[config.mk]
export PLATFORM = sky130hd
export DESIGN_NAME = write_queue_arbiter
export DESIGN_NICKNAME = d
export VERILOG_FILES = /design/src/rtl/framebuffer_pkg.sv /design/src/rtl/sync_showahead_fifo.sv /design/src/rtl/write_queue_arbiter.sv
export SDC_FILE = /design/constraint.sdc
export NUM_CORES = 1
export LEC_CHECK = 0
export ABC_AREA = 1
export CORE_MARGIN = 3
export CORE_UTILIZATION = 57
export CTS_BUF_LIST = sky130_fd_sc_hd__clkbuf_2
export DETAILED_ROUTE_END_ITERATION = 16
export PLACE_DENSITY = 0.79
export SETUP_SLACK_MARGIN = 0.1
export SYNTH_ARGS = -nofsm -noshare
export SYNTH_HDL_FRONTEND = slang
export SYNTH_SLANG_ARGS = --single-unit
[constraint.sdc]
create_clock -name clock -period 3.8 [get_ports clock]
set_input_delay 0.38 -clock clock [delete_from_list [all_inputs] [get_ports clock]]
set_output_delay 0.38 -clock clock [all_outputs]
set_load 0.005 [all_outputs]
[src/rtl/framebuffer_pkg.sv]
// Shared framebuffer types: pending-write entry layout and requester indices.
package framebuffer_pkg;

    localparam int FB_ADDR_WIDTH = 17;
    localparam int FB_DATA_WIDTH = 8;

    // Packed so the entry is bit-identical to pendingWriteQueueReadBus.
    typedef struct packed {
        logic [FB_ADDR_WIDTH-1:0] address;
        logic [FB_DATA_WIDTH-1:0] data;
    } pending_write_t;

    localparam logic REQ_HOST = 1'b0;
    localparam logic REQ_BLIT = 1'b1;

endpackage

[src/rtl/sync_showahead_fifo.sv]
// Synchronous show-ahead FIFO: head entry is presented combinationally, zero when empty.
module sync_showahead_fifo #(
    parameter  int DEPTH = 8,
    parameter  int WIDTH = 25,
    localparam int PTR_W = $clog2(DEPTH),
    localparam int CNT_W = PTR_W + 1
) (
    input  logic             clock,
    input  logic             reset,
    input  logic             push,
    input  logic [WIDTH-1:0] push_data,
    input  logic             pop,
    output logic [WIDTH-1:0] head_data,
    output logic             empty,
    output logic             full,
    output logic [CNT_W-1:0] count
);

    localparam logic [CNT_W-1:0] DEPTH_C = CNT_W'(DEPTH);

    logic [WIDTH-1:0] mem_q [DEPTH];
    logic [PTR_W-1:0] wr_ptr_q, wr_ptr_d;
    logic [PTR_W-1:0] rd_ptr_q, rd_ptr_d;
    logic [CNT_W-1:0] count_q, count_d;
    logic             do_push;
    logic             do_pop;

    // Pointers wrap by natural overflow, which relies on DEPTH being a power of two.
    always_comb begin
        empty    = (count_q == '0);
        full     = (count_q == DEPTH_C);
        do_push  = push && !full;
        do_pop   = pop && !empty;
        wr_ptr_d = do_push ? wr_ptr_q + 1'b1 : wr_ptr_q;
        rd_ptr_d = do_pop  ? rd_ptr_q + 1'b1 : rd_ptr_q;
        count_d  = count_q;
        if (do_push && !do_pop) begin
            count_d = count_q + 1'b1;
        end else if (!do_push && do_pop) begin
            count_d = count_q - 1'b1;
        end
        head_data = empty ? '0 : mem_q[rd_ptr_q];
        count     = count_q;
    end

    always_ff @(posedge clock) begin
        if (reset) begin
            wr_ptr_q <= '0;
            rd_ptr_q <= '0;
            count_q  <= '0;
        end else begin
            wr_ptr_q <= wr_ptr_d;
            rd_ptr_q <= rd_ptr_d;
            count_q  <= count_d;
        end
    end

    always_ff @(posedge clock) begin
        if (!reset && do_push) begin
            mem_q[wr_ptr_q] <= push_data;
        end
    end

    always_ff @(posedge clock) begin
        if (!reset) begin
            assert (count_q <= DEPTH_C);
        end
    end

endmodule

[src/rtl/write_queue_arbiter.sv]
// Round-robin arbiter sharing the pending-write queue between host and blitter.
module write_queue_arbiter
    import framebuffer_pkg::*;
#(
    parameter  int DEPTH      = 8,
    parameter  int ADDR_WIDTH = FB_ADDR_WIDTH,
    parameter  int DATA_WIDTH = FB_DATA_WIDTH,
    localparam int CNT_W      = $clog2(DEPTH) + 1
) (
    input  logic                             clock,
    input  logic                             reset,
    input  logic                             hostWriteValid,
    input  logic [ADDR_WIDTH-1:0]            hostWriteAddress,
    input  logic [DATA_WIDTH-1:0]            hostWriteData,
    output logic                             hostWriteReady,
    input  logic                             blitWriteValid,
    input  logic [ADDR_WIDTH-1:0]            blitWriteAddress,
    input  logic [DATA_WIDTH-1:0]            blitWriteData,
    output logic                             blitWriteReady,
    output logic [ADDR_WIDTH+DATA_WIDTH-1:0] pendingWriteQueueReadBus,
    output logic                             pendingWriteQueueReadEmpty,
    input  logic                             pendingWriteQueueReadRequest,
    output logic [CNT_W-1:0]                 queueCount,
    output logic                             lastGrantBlit
);

    logic           last_grant_q, last_grant_d;
    logic           grant_valid;
    logic           grant_req;
    logic           push;
    logic           fifo_full;
    pending_write_t push_entry;

    // On contention the requester that did not win last time is granted.
    always_comb begin
        grant_valid = hostWriteValid || blitWriteValid;
        if (hostWriteValid && blitWriteValid) begin
            grant_req = (last_grant_q == REQ_BLIT) ? REQ_HOST : REQ_BLIT;
        end else if (blitWriteValid) begin
            grant_req = REQ_BLIT;
        end else begin
            grant_req = REQ_HOST;
        end
        hostWriteReady     = grant_valid && (grant_req == REQ_HOST) && !fifo_full;
        blitWriteReady     = grant_valid && (grant_req == REQ_BLIT) && !fifo_full;
        push               = (hostWriteValid && hostWriteReady) || (blitWriteValid && blitWriteReady);
        push_entry.address = (grant_req == REQ_BLIT) ? blitWriteAddress : hostWriteAddress;
        push_entry.data    = (grant_req == REQ_BLIT) ? blitWriteData    : hostWriteData;
        last_grant_d       = push ? grant_req : last_grant_q;
        lastGrantBlit      = (last_grant_q == REQ_BLIT);
    end

    always_ff @(posedge clock) begin
        if (reset) begin
            last_grant_q <= REQ_HOST;
        end else begin
            last_grant_q <= last_grant_d;
        end
    end

    sync_showahead_fifo #(
        .DEPTH (DEPTH),
        .WIDTH ($bits(pending_write_t))
    ) u_fifo (
        .clock     (clock),
        .reset     (reset),
        .push      (push),
        .push_data (push_entry),
        .pop       (pendingWriteQueueReadRequest),
        .head_data (pendingWriteQueueReadBus),
        .empty     (pendingWriteQueueReadEmpty),
        .full      (fifo_full),
        .count     (queueCount)
    );

endmodule

Word-level counts from Yosys, hierarchy flattened
Memories as Yosys holds them, arrays and structs flattened. A register that Yosys moved wholly into a read port is not among the register bits.
Cells that the tools add are included.
W data, S select, Z words.
- bits in registers: 11
- memories: 1
- input port bits: 55
- logic and storage cells: 44
- memory bits (writable): 200
- memories (name ; words ; bits a word ; rd ports ; clocked after Yosys merged registers in ; wr ports ; RTL line ; source):
    u_fifo.mem_q ; 8 ; 25 ; 1 ; 1 ; 1 ; sync_showahead_fifo.sv:21 ; logic [WIDTH-1:0] mem_q [DEPTH];
- $add $sub $neg: 4
- bitwise gates (word level): 1
- eq/ne operators: 1
- multiplexer cells: 12
- reductions and logical operators: 21
- operator list (kind ; count):
    $mux W25 ; 1
    $mux W17 ; 1
    $logic_and A1 B1 Y1 ; 12
    $mux W4 ; 2
    $mux W8 ; 1
    $add A3 B1 Y3 const B ; 2
    $mux W3 ; 2
    $logic_not A1 Y1 ; 5
    $mux W1 ; 5
    $add A4 B1 Y4 const B ; 1
    $eq A4 B4 Y1 const B ; 1
    $logic_not A4 Y1 ; 1
    $sub A4 B1 Y4 const B ; 1
    $logic_or A1 B1 Y1 ; 2
    $reduce_bool A2 Y1 ; 1
    $not A1 Y1 ; 1

Depth between registers and ports, before layout
- word-level depth: 12
- mapped depth: 15
- gate-level depth less buffers: 14

Cells and area by module
A second synthesis with hierarchy kept.
- cells, all modules: 910
- area total of the unflattened synthesis: 9362.7 µm²
- modules (own cells, without submodules) (module ; times used ; cells an instance ; area each (µm²)):
    sync_showahead_fifo ; 1 ; 813 ; 8909.8
    write_queue_arbiter ; 1 ; 97 ; 452.9

Worst setup path after synthesis
Ideal clock, no wire load.
- kind: input to register
- start point: in hostWriteValid
- end point: mem u_fifo.mem_q[4][0] (enable)
- required time: 3.361 ns
- slack: 0.688 ns
- arrival: 2.673 ns
- stages: 7
- path through: nand2_1 > and2_1 > buf_6 > nand2_2 > nand2_4 > nand2_1 > nor3_1
- longest elaborated chain between the ends: 11
- elaborated cells on any way between the ends: 15
- RTL lines (what ; RTL line ; source):
    from (decl) ; write_queue_arbiter.sv:12 ; input logic hostWriteValid,
    $logic_and A1 B1 Y1 ; write_queue_arbiter.sv:37 ; if (hostWriteValid && blitWriteValid) begin
    $mux W1 ; write_queue_arbiter.sv:37 ;
    $not A1 Y1 ; write_queue_arbiter.sv:44 ; hostWriteReady = grant_valid && (grant_req == REQ_HOST) && !fifo_full;
    $logic_and A1 B1 Y1 (2 in series) ; write_queue_arbiter.sv:44 ;
    $logic_and A1 B1 Y1 ; write_queue_arbiter.sv:46 ; push = (hostWriteValid && hostWriteReady) || (blitWriteValid && blitWriteReady);
    $logic_or A1 B1 Y1 * ; write_queue_arbiter.sv:46 ;
    $logic_and A1 B1 Y1 * ; sync_showahead_fifo.sv:32 ; do_push = push && !full;
    named net u_fifo.do_push ; sync_showahead_fifo.sv:25 ; logic do_push;
    $logic_and A1 B1 Y1 * ; sync_showahead_fifo.sv:59 ; if (!reset && do_push) begin
    $mux W1 * ; sync_showahead_fifo.sv:59 ;
    $mux W1 (not written as such) * ; sync_showahead_fifo.sv:60 ; mem_q[wr_ptr_q] <= push_data;
    to (decl) ; sync_showahead_fifo.sv:21 ;
The timed path passes the listed nets; every way through them passes the cells marked *.

==> results <==
- The run finished with clean final reports.
- In the final layout, the share of cells above drive strength 1 is between 10% and 20%.
- The diode insertion count for antenna repair is 0.
- The die width is between 100 and 150 um.
- The area of all sequential standard cells is 6290 um^2.
- The number of flops mapped to enable cells by yosys is 200.
- The fmax is roughly 290 MHz.
- The number of pins with negative max-slew slack in the final report came to 0.
- The library cells used most frequently in the layout, excluding fill and tap cells, are sky130_fd_sc_hd__edfxtp_1 (200), sky130_fd_sc_hd__nor2_1 (183), sky130_fd_sc_hd__nand2_1 (123).
- The cell that appears most often on the critical path is sky130_fd_sc_hd__nor2_1.
- Fill cells in the final layout number 1095.
- The non-filler instance count after layout is 1130.
- The ratio of final minimum period to clock period is 91.2%.
- In this run, the number of DRC markers left after iteration 0 of detailed routing was approximately 500.
- After synthesis, the largest area contributor takes up between 60% and 70% of total cell area.
- The transition time of the tightest slew-check pin is 1140 ps.
- The share of synthesized flip-flops with an asynchronous set or reset is 0%.
- Sorting the synthesized cells by area gives the leading types as sky130_fd_sc_hd__edfxtp_1 (67%), sky130_fd_sc_hd__nor2_1 (7.9%), sky130_fd_sc_hd__nand2_1 (5.2%), sky130_fd_sc_hd__o21ai_0 (4.9%), sky130_fd_sc_hd__dfxtp_1 (3.1%).
- The total wire length is between 15000 and 20000 um.
- For this design the static power due to leakage is between 3 and 4 nW.
- Sequential cells account for 46.7% of the total power.
- The post-synthesis cell count is 779.
- The number of cells after detailed placement is 1046.
- The critical path is of the reg2out type.
- Summing all multi-input logic gate instances after layout gives 2330 um^2.
- The time the worst path needs with I/O delays and setup is between 3000 and 4000 ps.
- The total of warnings raised by yosys is 0.
- In the synthesized netlist the dominant register cell turns out to be sky130_fd_sc_hd__edfxtp_1.
- The internal power summed over all cells is 4.07 mW.
- The clock passes through at most 3 buffers.
- The area of the core is 15300 um^2.
- The number of standard-cell rows in the floorplan is 45.
- The uppermost signal routing layer after detailed routing is met4.
- The average instance area after synthesis is 11.4 um^2.
- The beginning of the worst hold path is pendingWriteQueueReadRequest.
- The routed length on met1 is 7890 um.
- The data required time of the worst path is 3420 ps.
- The hold buffer count at CTS is 0.
- The slowest stage of the critical path belongs to the cell sky130_fd_sc_hd__inv_2.
- Of the total power, the clock network draws a little over a fifth.
- The height of the die is 131 um.
- Data on the critical path arrives at its endpoint at 3090 ps.
- Sequential cells were found to cover a little over two thirds of the synthesized design area.
- The later-pin clock latency in the skew report is 780 ps.
- The total via count after detailed routing is around 6300.
- The post-detailed-route count of antenna-violating nets is 0.
- The area of the die is 17200 um^2.
- The signal on the critical path passes through inv_2, buf_12, o21ai_0, o22ai_1, nor2_1, nor2_1, clkdlybuf4s50_1.
- The startpoint class of the critical path is a register.
- The total negative slack is 0 ps.
- STA classifies the critical path endpoint as an output port.
- The origin of the critical flop-to-flop path is u_fifo.count[3].
- In this run the number of H-tree levels came out at 2.
- The post-synth net total is 840.
- The worst-case clock skew is 57.7 ps.
- The number of resized instances in the post-cts repair step is 0.
- The design draws 6.07 mW.
- The type of the most critical hold path is in2reg.
- The global-route wire length before repair is 30200 um.
- Combinational cells account for 31.7% of the total power.
- The count of endpoints failing hold in the final timing report is 0.
- Once placement finished, the instance area stood at 9970 um^2.
- The critical path contains buffers and inverters numbering 3 combined.
- In this run, synthesis produced a sequential element count of 214.
- In the routed design, unresolved DRC markers number 0.
- The via count of the first global-routing pass is 6231.
- The total CTS buffers is 49.
- Clock-pin slew was measured on the worst setup and hold paths at 100 ps.
- In this run the critical register-to-register path is captured at u_fifo.count[3].
- The number of primary I/O pins is 88.
- In this run switching power makes up 33.0% of total power.
- Setup violations remaining at the end of the flow were counted as 0.
- sky130_fd_sc_hd__edfxtp_1 takes more of the synthesized area than any other cell.
- After clock tree synthesis, the setup repair step added 0 buffers.
- At the end of the flow, the number of nets in the layout was 947.
- The sum of net half-perimeters after detailed placement is 11100 um.
- Across the run, the number of max-cap violations was 0.
- Hold is met by approximately 280 ps.
- Entering global routing, the biggest net connects between 100 and 150 pins.
- The number of vias per cell is 5.55.
- Yosys mapped the design onto 28 distinct sky130hd cell types.
- The library cell used most frequently in the layout, excluding fill and tap cells, is sky130_fd_sc_hd__edfxtp_1.
- CTS placed an instance of sky130_fd_sc_hd__clkbuf_2 at the clock tree root.
- The cell type group with the largest total delay on the critical path is buffers and inverters.
- The routed design uses 1340 um of met3 wire.
- TritonCTS built the clock tree.
- The number of antenna violations at the first check in global routing is 0.
- The first detailed-routing pass ran for 5 iterations.
- The synthesized netlist occupies a cell area of 8900 um^2.
- The tree built by TritonCTS fans out to 214 sinks.
- The finished cells cover 10400 um^2.
- The worst-case IR drop observed on VDD is 0.000407 V.
- Along the worst hold path, the cell count comes to 3.
- The relative area change from synthesis to final layout is 16.7%.
- Counting cells, the worst reg-to-reg path comes to 13.
- The overall track demand over capacity in global routing is approximately 23%.
- The worst relative slew slack is 24.1%.
- The total grt overflow is 0.
- For this design the ratio of total power to cell area is 584 nW/um^2.
- In this run the power spent charging and discharging nets is 2.01 mW.
- For this configuration, the core starts out at a cell density of 58.4%.
- In this run the worst path has a maximum fanout of 48.
- Setup slack on the worst reg-to-reg path comes out at 1070 ps.
- In this run the tool buffered the top-level ports with 87 buffer cells.
- Setup repair after global routing left no endpoint under its margin.
- The wire length on met2 is 9870 um.
- After detailed routing, the average wire length per cell comes to around 17 um.
- Routability-driven placement finished with a final weighted congestion of about 0.76.
- On the worst path, the slowest cell contributes a delay of 620 ps.
## through the flow
stage               utilization, %  setup slack, ps
floorplan                        -              688
global placement              65.4             1180
CTS                           68.1              180
detailed placement            65.4             1080
finish                        68.1              334
global route                  68.1              106
## worst max path at each step
| stage | start | endpoint | slack (ps) | depth (start not counted) |
|---|---|---|---|---|
| floorplan | hostWriteValid | u_fifo.mem_q[4][0] | 690 | 7 |
| detailed placement | hostWriteValid | u_fifo.count[3] | 1080 | 14 |
| global placement | register | pendingWriteQueueReadBus[6] | 1180 | 6 |
| finish | register | pendingWriteQueueReadBus[7] | 330 | 7 |
| CTS | register | pendingWriteQueueReadBus[7] | 180 | 6 |
| global route | register | pendingWriteQueueReadBus[4] | 110 | 7 |
## worst reg2reg max path, stage by stage, from the launching register on
cell                      delay [ps]
sky130_fd_sc_hd__dfxtp_1         480
sky130_fd_sc_hd__nor2_1           80
sky130_fd_sc_hd__nand2_1         480
sky130_fd_sc_hd__nand2_1         280
sky130_fd_sc_hd__ha_1            340
sky130_fd_sc_hd__inv_1           130
sky130_fd_sc_hd__ha_1            280
sky130_fd_sc_hd__nand2_1         120
sky130_fd_sc_hd__nand2_1          50
sky130_fd_sc_hd__nor2_1          110
sky130_fd_sc_hd__nand2_1          80
sky130_fd_sc_hd__nand2_1          70
sky130_fd_sc_hd__nand2_1          50
sky130_fd_sc_hd__a21oi_1         120
## power groups by stage
stage | logic (mW) | clock network [mW] | registers (mW)
floorplan | 1.12 | 0 | 2.86
global placement | 1.84 | 0 | 2.88
detailed placement | 1.92 | 0 | 2.88
CTS | 1.93 | 1.35 | 2.83
global route | 2.14 | 1.47 | 2.85
finish | 1.92 | 1.31 | 2.83
## registers in the layout, indices dropped and copies added, names as in the netlist, named ones only
name / flops
u_fifo.count: 4
u_fifo.wr_ptr_q: 3
lastGrantBlit: 1
u_fifo.rd_ptr_q: 3
u_fifo.mem_q: 200
## layout make-up
class	count	area share, %
Timing Repair Buffer	102	9.89
Multi-Input combinational cell	501	22.4
Tap cell	211	2.54
Inverter	18	0.686
Sequential cell	214	60.5
Clock buffer	72	3.47
Clock inverter	12	0.469
## layer usage
layer	global-route usage [%]	vias to the layer above
li1	-	2975
met1	28.0	3003
met2	39.7	252
met3	5.81	43
met4	8.77	0
met5	0	-
## cells by family after synthesis
kind of cell / share of synthesized area, %
compound gates: 10.5
xor+xnor: 0.492
fa+ha+maj: 0.927
buf+inv: 3.55
flops: 70.6
simple gates: 13.9
## cells in the mapped netlist (9+ instances only)
master / count
sky130_fd_sc_hd__edfxtp_1: 200
sky130_fd_sc_hd__nor2_1: 187
sky130_fd_sc_hd__nand2_1: 123
sky130_fd_sc_hd__o21ai_0: 88
sky130_fd_sc_hd__o211ai_1: 25
sky130_fd_sc_hd__o22ai_1: 25
sky130_fd_sc_hd__buf_2: 22
sky130_fd_sc_hd__o21ai_1: 17
sky130_fd_sc_hd__inv_1: 16
sky130_fd_sc_hd__clkbuf_1: 15
sky130_fd_sc_hd__dfxtp_1: 14
sky130_fd_sc_hd__a21oi_1: 9
Power figures use the tool's default switching activity.
